<file path="src/rtl/mem_arbiter.sv">
`default_nettype none
// ============================================================================
// Module      : mem_arbiter
// Description : Arbitrates one single-port memory between instruction fetch
//               and data access, with starvation guard and transfer timeout.
// Revision    : 1.0 - initial release
// ============================================================================
module mem_arbiter #(
    parameter int TIMEOUT    = 64,
    parameter int STARVE_MAX = 4
) (
    input  logic        clk_i,
    input  logic        rst_i,
    input  logic        if_req_i,
    input  logic [31:0] if_addr_i,
    output logic [31:0] if_rdata_o,
    output logic        if_ack_o,
    input  logic        mem_req_i,
    input  logic        mem_we_i,
    input  logic [31:0] mem_addr_i,
    input  logic [31:0] mem_wdata_i,
    output logic [31:0] mem_rdata_o,
    output logic        mem_ack_o,
    output logic        m_req_o,
    output logic        m_we_o,
    output logic [31:0] m_addr_o,
    output logic [31:0] m_wdata_o,
    input  logic [31:0] m_rdata_i,
    input  logic        m_ack_i,
    output logic        stall_o,
    output logic        error_o
);
    localparam int WAIT_W   = (TIMEOUT > 1) ? $clog2(TIMEOUT) : 1;
    localparam int STARVE_W = ($clog2(STARVE_MAX + 1) > 3) ? $clog2(STARVE_MAX + 1) : 3;
    localparam logic [WAIT_W-1:0]   c_WAIT_LAST  = WAIT_W'(TIMEOUT - 1);
    localparam logic [STARVE_W-1:0] c_STARVE_LIM = STARVE_W'(STARVE_MAX);

    typedef enum logic [1:0] {
        IDLE    = 2'd0,
        GNT_IF  = 2'd1,
        GNT_MEM = 2'd2
    } state_t;

    state_t              r_state;
    logic [WAIT_W-1:0]   r_waitCnt;
    logic [STARVE_W-1:0] r_starveCnt;
    logic                w_pickMem;
    logic                w_done;

    // Data wins unless fetch has already been passed over STARVE_MAX times.
    assign w_pickMem = mem_req_i && (!if_req_i || (r_starveCnt < c_STARVE_LIM));
    assign w_done    = m_ack_i || (r_waitCnt == c_WAIT_LAST);
    assign stall_o   = (if_req_i & ~if_ack_o) | (mem_req_i & ~mem_ack_o);

    always_ff @(posedge clk_i) begin
        if (rst_i) begin
            r_state     <= IDLE;
            r_waitCnt   <= '0;
            r_starveCnt <= '0;
            m_req_o     <= 1'b0;
            m_we_o      <= 1'b0;
            m_addr_o    <= '0;
            m_wdata_o   <= '0;
            if_ack_o    <= 1'b0;
            mem_ack_o   <= 1'b0;
            if_rdata_o  <= '0;
            mem_rdata_o <= '0;
            error_o     <= 1'b0;
        end else begin
            if_ack_o  <= 1'b0;
            mem_ack_o <= 1'b0;
            case (r_state)
                IDLE: begin
                    r_waitCnt <= '0;
                    if (!if_req_i) begin
                        r_starveCnt <= '0;
                    end
                    if (w_pickMem) begin
                        r_state   <= GNT_MEM;
                        m_req_o   <= 1'b1;
                        m_we_o    <= mem_we_i;
                        m_addr_o  <= mem_addr_i;
                        m_wdata_o <= mem_wdata_i;
                        if (if_req_i && (r_starveCnt < c_STARVE_LIM)) begin
                            r_starveCnt <= r_starveCnt + 1'b1;
                        end
                    end else if (if_req_i) begin
                        r_state     <= GNT_IF;
                        m_req_o     <= 1'b1;
                        m_we_o      <= 1'b0;
                        m_addr_o    <= if_addr_i;
                        m_wdata_o   <= '0;
                        r_starveCnt <= '0;
                    end
                end
                GNT_IF, GNT_MEM: begin
                    if (w_done) begin
                        // An ack on the final wait cycle still counts as a normal completion.
                        r_state <= IDLE;
                        m_req_o <= 1'b0;
                        if (!m_ack_i) begin
                            error_o <= 1'b1;
                        end
                        if (r_state == GNT_IF) begin
                            if_ack_o   <= 1'b1;
                            if_rdata_o <= m_ack_i ? m_rdata_i : 32'h0;
                        end else begin
                            mem_ack_o   <= 1'b1;
                            mem_rdata_o <= m_ack_i ? m_rdata_i : 32'h0;
                        end
                    end else begin
                        r_waitCnt <= r_waitCnt + 1'b1;
                    end
                end
                default: begin
                    r_state <= IDLE;
                    m_req_o <= 1'b0;
                end
            endcase
        end
    end
endmodule
`default_nettype wire
</file>
<file path="config.mk">
export PLATFORM = sky130hd
export DESIGN_NAME = mem_arbiter
export DESIGN_NICKNAME = d
export VERILOG_FILES = /design/src/rtl/mem_arbiter.sv
export SDC_FILE = /design/constraint.sdc
export NUM_CORES = 1
export LEC_CHECK = 0
export CAP_MARGIN = 20
export CORE_UTILIZATION = 40
export DETAILED_ROUTE_END_ITERATION = 8
export PLACE_DENSITY_LB_ADDON = 0.15
export SLEW_MARGIN = 30
export SYNTH_ARGS = -nofsm -noshare
export SYNTH_HDL_FRONTEND = slang
export SYNTH_SLANG_ARGS = --single-unit
</file>
<file path="constraint.sdc">
create_clock -name clk_i -period 1.8 [get_ports clk_i]
set_input_delay 0.27 -clock clk_i [delete_from_list [all_inputs] [get_ports clk_i]]
set_output_delay 0.27 -clock clk_i [all_outputs]
set_load 0.02 [all_outputs]
</file>
Word level (Yosys, flattened, before mapping) --
Index checks and enable logic that the tools add are counted.
Cells by class: add/sub/neg operators 2, order comparisons 1, eq/ne operators 6, mux-type cells 23, bitwise gates (word level) 9, reduce and logical (&&, ||, !) cells 16
Operators by type and width (number):
- 32-bit two-way mux | 5
- 3-bit two-way mux | 4
- 6-bit one-hot mux with 2 select lines | 1
- 3-bit AND reduction | 3
- 1-bit two-way mux | 7
- 6-bit by 1-bit adder with 6-bit output, second input constant | 1
- 6-bit == test, second input constant | 1
- 2-bit two-way mux | 3
- 6-bit two-way mux | 1
- 1-bit NOT | 6
- 2-bit AND reduction | 3
- 2-bit != test, second input constant | 2
- 2-bit one-hot mux with 2 select lines | 1
- 2-bit nonzero test | 2
- 3-bit by 1-bit adder with 3-bit output, second input constant | 1
- 3-bit less-than comparator, second input constant | 1
- 3-bit != test, second input constant | 1
- 3-bit OR reduction | 1
- 1-bit bitwise AND | 2
- 2-bit by 1-bit == test with 1-bit output, second input constant | 1
- 2-bit == test, second input constant | 1
- 1-bit logical AND | 2
- 2-bit zero test | 1
- 1-bit logical OR | 2
- 4 further kinds | 4
Word-level totals: bits in registers 144, input bits 134, output and inout port bits 134

Depth between registers and ports, before layout --
depth after elaboration 5, depth in mapped cells 8, mapped depth without buffers 6

Worst setup path before layout --
No wires, ideal clock.
path kind reg-to-reg, start point register r_state[0], end point register mem_rdata_o[10], setup time 0.132 ns, arrival 1.499 ns, setup slack 0.169 ns, cell stages (with the launch flop) 9, buffers on the path 2, period minus slack after synthesis 1.631 ns, path through dfxtp_1 > inv_1 > ha_1 > buf_4 > and3b_1 > a21o_4 > buf_6 > nand3_1 > a21oi_1
Between the ends: word-level cells in the longest chain between the ends 3, elaborated cells between the ends (all ways) 5, classes of those cells 2 x eq/ne; 1 x bitwise; 2 x reduce/logical
RTL lines:
- from (decl) | line 44 | state_t r_state;
- from (signal assigned) | line 57 | r_state <= IDLE;
- from (signal assigned) | line 79 | r_state <= GNT_MEM;
- from (signal assigned) | line 88 | r_state <= GNT_IF;
- 2-bit by 1-bit == test with 1-bit output / 2-bit == test (equally long branches) | line 72, 104
- 2-bit OR reduction / 1-bit NOT (equally long branches)
- 3-bit AND reduction (no line) (*)
- to (signal assigned) | line 109 | mem_rdata_o <= m_ack_i ? m_rdata_i : 32'h0;
- to (decl) | line 22 | output logic [31:0] mem_rdata_o,
Every way passes the cells marked *; elsewhere a longest branch is shown, timed or not. A chain may end at the register's enable or synchronous reset.

Final worst setup path --
start point register r_state[0], end point register if_rdata_o[2]
Between the ends: word-level cells in the longest chain between the ends 3, elaborated cells between the ends (all ways) 4, classes of those cells 2 x eq/ne; 2 x reduce/logical
RTL lines:
- 2-bit by 1-bit == test with 1-bit output / 2-bit == test (equally long branches) | line 72, 104
- 2-bit OR reduction | line 72 | case (r_state)
- 3-bit AND reduction (no line) (*)
- to (signal assigned) | line 106 | if_rdata_o <= m_ack_i ? m_rdata_i : 32'h0;
- to (decl) | line 16 | output logic [31:0] if_rdata_o,
Marks and branches as above.

==> impl_metrics.tcl <==
set metrics [dict create \
    syn-num-nets 772 \
    rsz0062_at_grt "false" \
    place_inst 1045 \
    utilization_pct 66.57 \
    die_width_um 122.4 \
    cts_buffers 17 \
    power_frac_seq_pct 38.4 \
    ys_types 43 \
    final_common_cell "clkdlybuf4s50_1" \
    path_class "reg -> reg" \
    p_sw_mw 2.362 \
    core_um2 13990 \
    critPathMostFrequentCell "buf_12" \
    arrival_ns 2.03 \
    finalSetupViolCount 0 \
    crit_buf_inv 4 \
    finalCritPeriodShare_pct 94.45 \
    path_cells "inv_1, ha_4, buf_4, a32oi_4, buf_12, buf_12, nand2_1, a21oi_1" \
    period_minus_slack_ns 1.700 \
    ys_seq_elements 144 \
    area_growth_pct 60.51 \
    vias 5536 \
    netlist_area_um2 5802 \
    grt_pass1_vias 5239 \
    crit_family "buffers and inverters" \
    grtUsageTotal_pct 21.81 \
    holdBufCountCts 0 \
    max-slew-margin-rel_pct 64.02 \
    cts-root-buf "clkbuf_16" \
    routed_via_density 5.126 \
    ys.warnings.count 0 \
    clk_pin_slew_ns 0.06 \
    regArea_um2 2883 \
    firstDrtPassIters 5 \
    fin_cells 1080 \
    report.final.slew_viol_count 0 \
    cpMaxStageDelayCell "dfxtp_1" \
    syn-instance-count 634 \
    top_level_ports 268 \
    htreeDepth 4 \
    critPathMaxStageDelay_ns 0.34 \
    layout-drive-gt1-share_pct 8.222 \
    cp_max_fo 14 \
    ys.flop_type "dfxtp_1" \
    multi_input_area_um2 2521 \
    grt_pass1_wl_mm 25.76 \
    drc 0 \
    worstHoldPathType "in -> reg" \
    gp_congestion 0.8152 \
    grt_overflow 0 \
    synth_edf_count 0 \
    ant_nets 0 \
    ys_async_sr_fraction_pct 0 \
    hpwl_mm 11.82 \
    cts_max_path_buffers 2 \
    mostFrequentLayoutCells "clkdlybuf4s50_1, dfxtp_1, a21oi_1, nor2_1, nand2_1" \
    p_leak_nw 3.403 \
    wl_per_cell_um 15.38 \
    num_antenna_cells 0 \
    start_util_pct 41.48 \
    io_buffer_count 267 \
    dieHeight_um 122.4 \
    peakVddDrop_uv 565.1 \
    ys_seq_area_share_pct 49.69 \
    hold_viol 0 \
    cp-start-kind "register" \
    worst_pin_slew_ns 0.5396 \
    switching_share_pct 25.90 \
    outcome "finished clean" \
    grt_max_degree 65 \
    clockPowerShare_pct 40.8 \
    cts_tree "built" \
    cap_violations 0 \
    num_rows 43 \
    cts.sinks 144 \
    wl_mm 16.61 \
    combPwrFrac_pct 20.9 \
    critPathCaptureType "register" \
    cp.required_ns 2.13 \
    fin_worst_skew_ns 0.006651 \
    p_per_area_nw_per_um2 979.4 \
    nets 1025 \
    intPower_mw 6.759 \
    synth.avg_cell_area_um2 9.151 \
    fill_cells 1150 \
    drt_iter0_drc 374 \
    setup_tns_ns 0 \
    antenna_found_initial 0 \
    dieArea_um2 14990 \
    fmax_mhz 588.2 \
    insertion_delay_ns 0.41 \
]
[repair_timing]
item	in CTS	in global routing
pin swaps	0	1
setup endpoints to repair	11	32
gates cloned	1	1
endpoints found under the hold margin	0	0
gates resized for setup	5	5
buffers inserted	0	1
[worst min-delay path: cells and delay by family]
family          cells  cell delay, ns
buf+inv             1            0.14
simple gates        2            0.10
compound gates      1            0.13
[synth_stat cells, types with 2 or more instances]
cell,count,area (um2)
a21oi_1,72,360.4
and2_1,2,12.51
a22oi_1,33,247.7
o21ai_0,5,25.02
nor2_1,70,262.8
nor3_1,3,15.01
ha_1,4,50.05
buf_2,9,45.04
o21a_1,3,22.52
a21boi_1,3,22.52
inv_1,5,18.77
dfxtp_1,144,2883
nand4_1,32,200.2
mux2i_1,32,320.3
buf_6,20,225.2
buf_4,8,60.06
nand2b_1,5,31.28
nand3_1,36,180.2
nor2b_1,2,12.51
clkbuf_1,23,86.33
a211oi_1,33,247.7
nand2_1,69,259.0
[metrics by stage]
step                worst slack, ns  area (um2)  hold WS [ns]  power, mW
global route               0.005486        9313        0.2952      9.507
detailed placement          -0.1429        8581        0.4473      5.449
global placement            -0.1062        8581        0.4432      5.404
CTS                        -0.01458        9246        0.2652      9.180
floorplan                    0.1688        5802        0.4183      4.578
finish                      0.09986        9313        0.2865      9.121
[path summary, 6_finish.rpt]
| kind | startpoint | to | slack [ns] | cells after the start |
|---|---|---|---|---|
| max | r_state[0] | if_rdata_o[2] | 0.1 | 8 |
| min | m_ack_i | error_o | 0.29 | 4 |
| max reg2reg | r_state[0] | if_rdata_o[2] | 0.1 | 8 |
| min reg2reg | mem_rdata_o[27] | mem_rdata_o[27] | 0.45 | 2 |
[power by group through the flow]
stage / Sequential [mW] / Clock, mW / Combinational, mW
floorplan: 3.80 / 0 / 0.780
global placement: 3.56 / 0 / 1.84
detailed placement: 3.57 / 0 / 1.88
CTS: 3.50 / 3.78 / 1.90
global route: 3.52 / 3.94 / 2.05
finish: 3.50 / 3.72 / 1.90
[final cells by class]
class                      instances  area share [%]
clock buffer                      22           5.092
clock inverter                    10           1.693
inverter                           5          0.2015
multi-input combinational        425           27.07
sequential                       144           30.96
tap                              180           2.418
timing repair buffer             294           32.57
[cells by family (layout without fill, tap and decap cells)]
kind of cell               after synthesis  after routing  synth area share [%]
and+or+nand+nor                        230            230                 18.46
DFF                                    144            144                 49.69
buffers and inverters                   65            331                 7.505
adders and majority gates                4              4                0.8627
AOI/OAI and AO/OA                      159            159                 17.96
muxes                                   32             32                 5.521
[per-layer routing]
| layer | vias to the layer above | GRT usage (%) | routed length (um) |
|---|---|---|---|
| met3 | 26 | 6.691 | 1226 |
| met2 | 208 | 35.74 | 8054 |
| met4 | 0 | 9.375 | 307 |
| met5 | - | 0 | 0 |
| li1 | 2764 | - | - |
| met1 | 2538 | 26.28 | 7017 |
[registers in the layout, summed over array words and instances (netlist names), 2 cells and up]
name and flops:
if_rdata_o 32, m_addr_o 32, m_wdata_o 32, mem_rdata_o 32, r_starveCnt 3, r_state 2, r_waitCnt 6
Power figures use the tool's default switching activity.
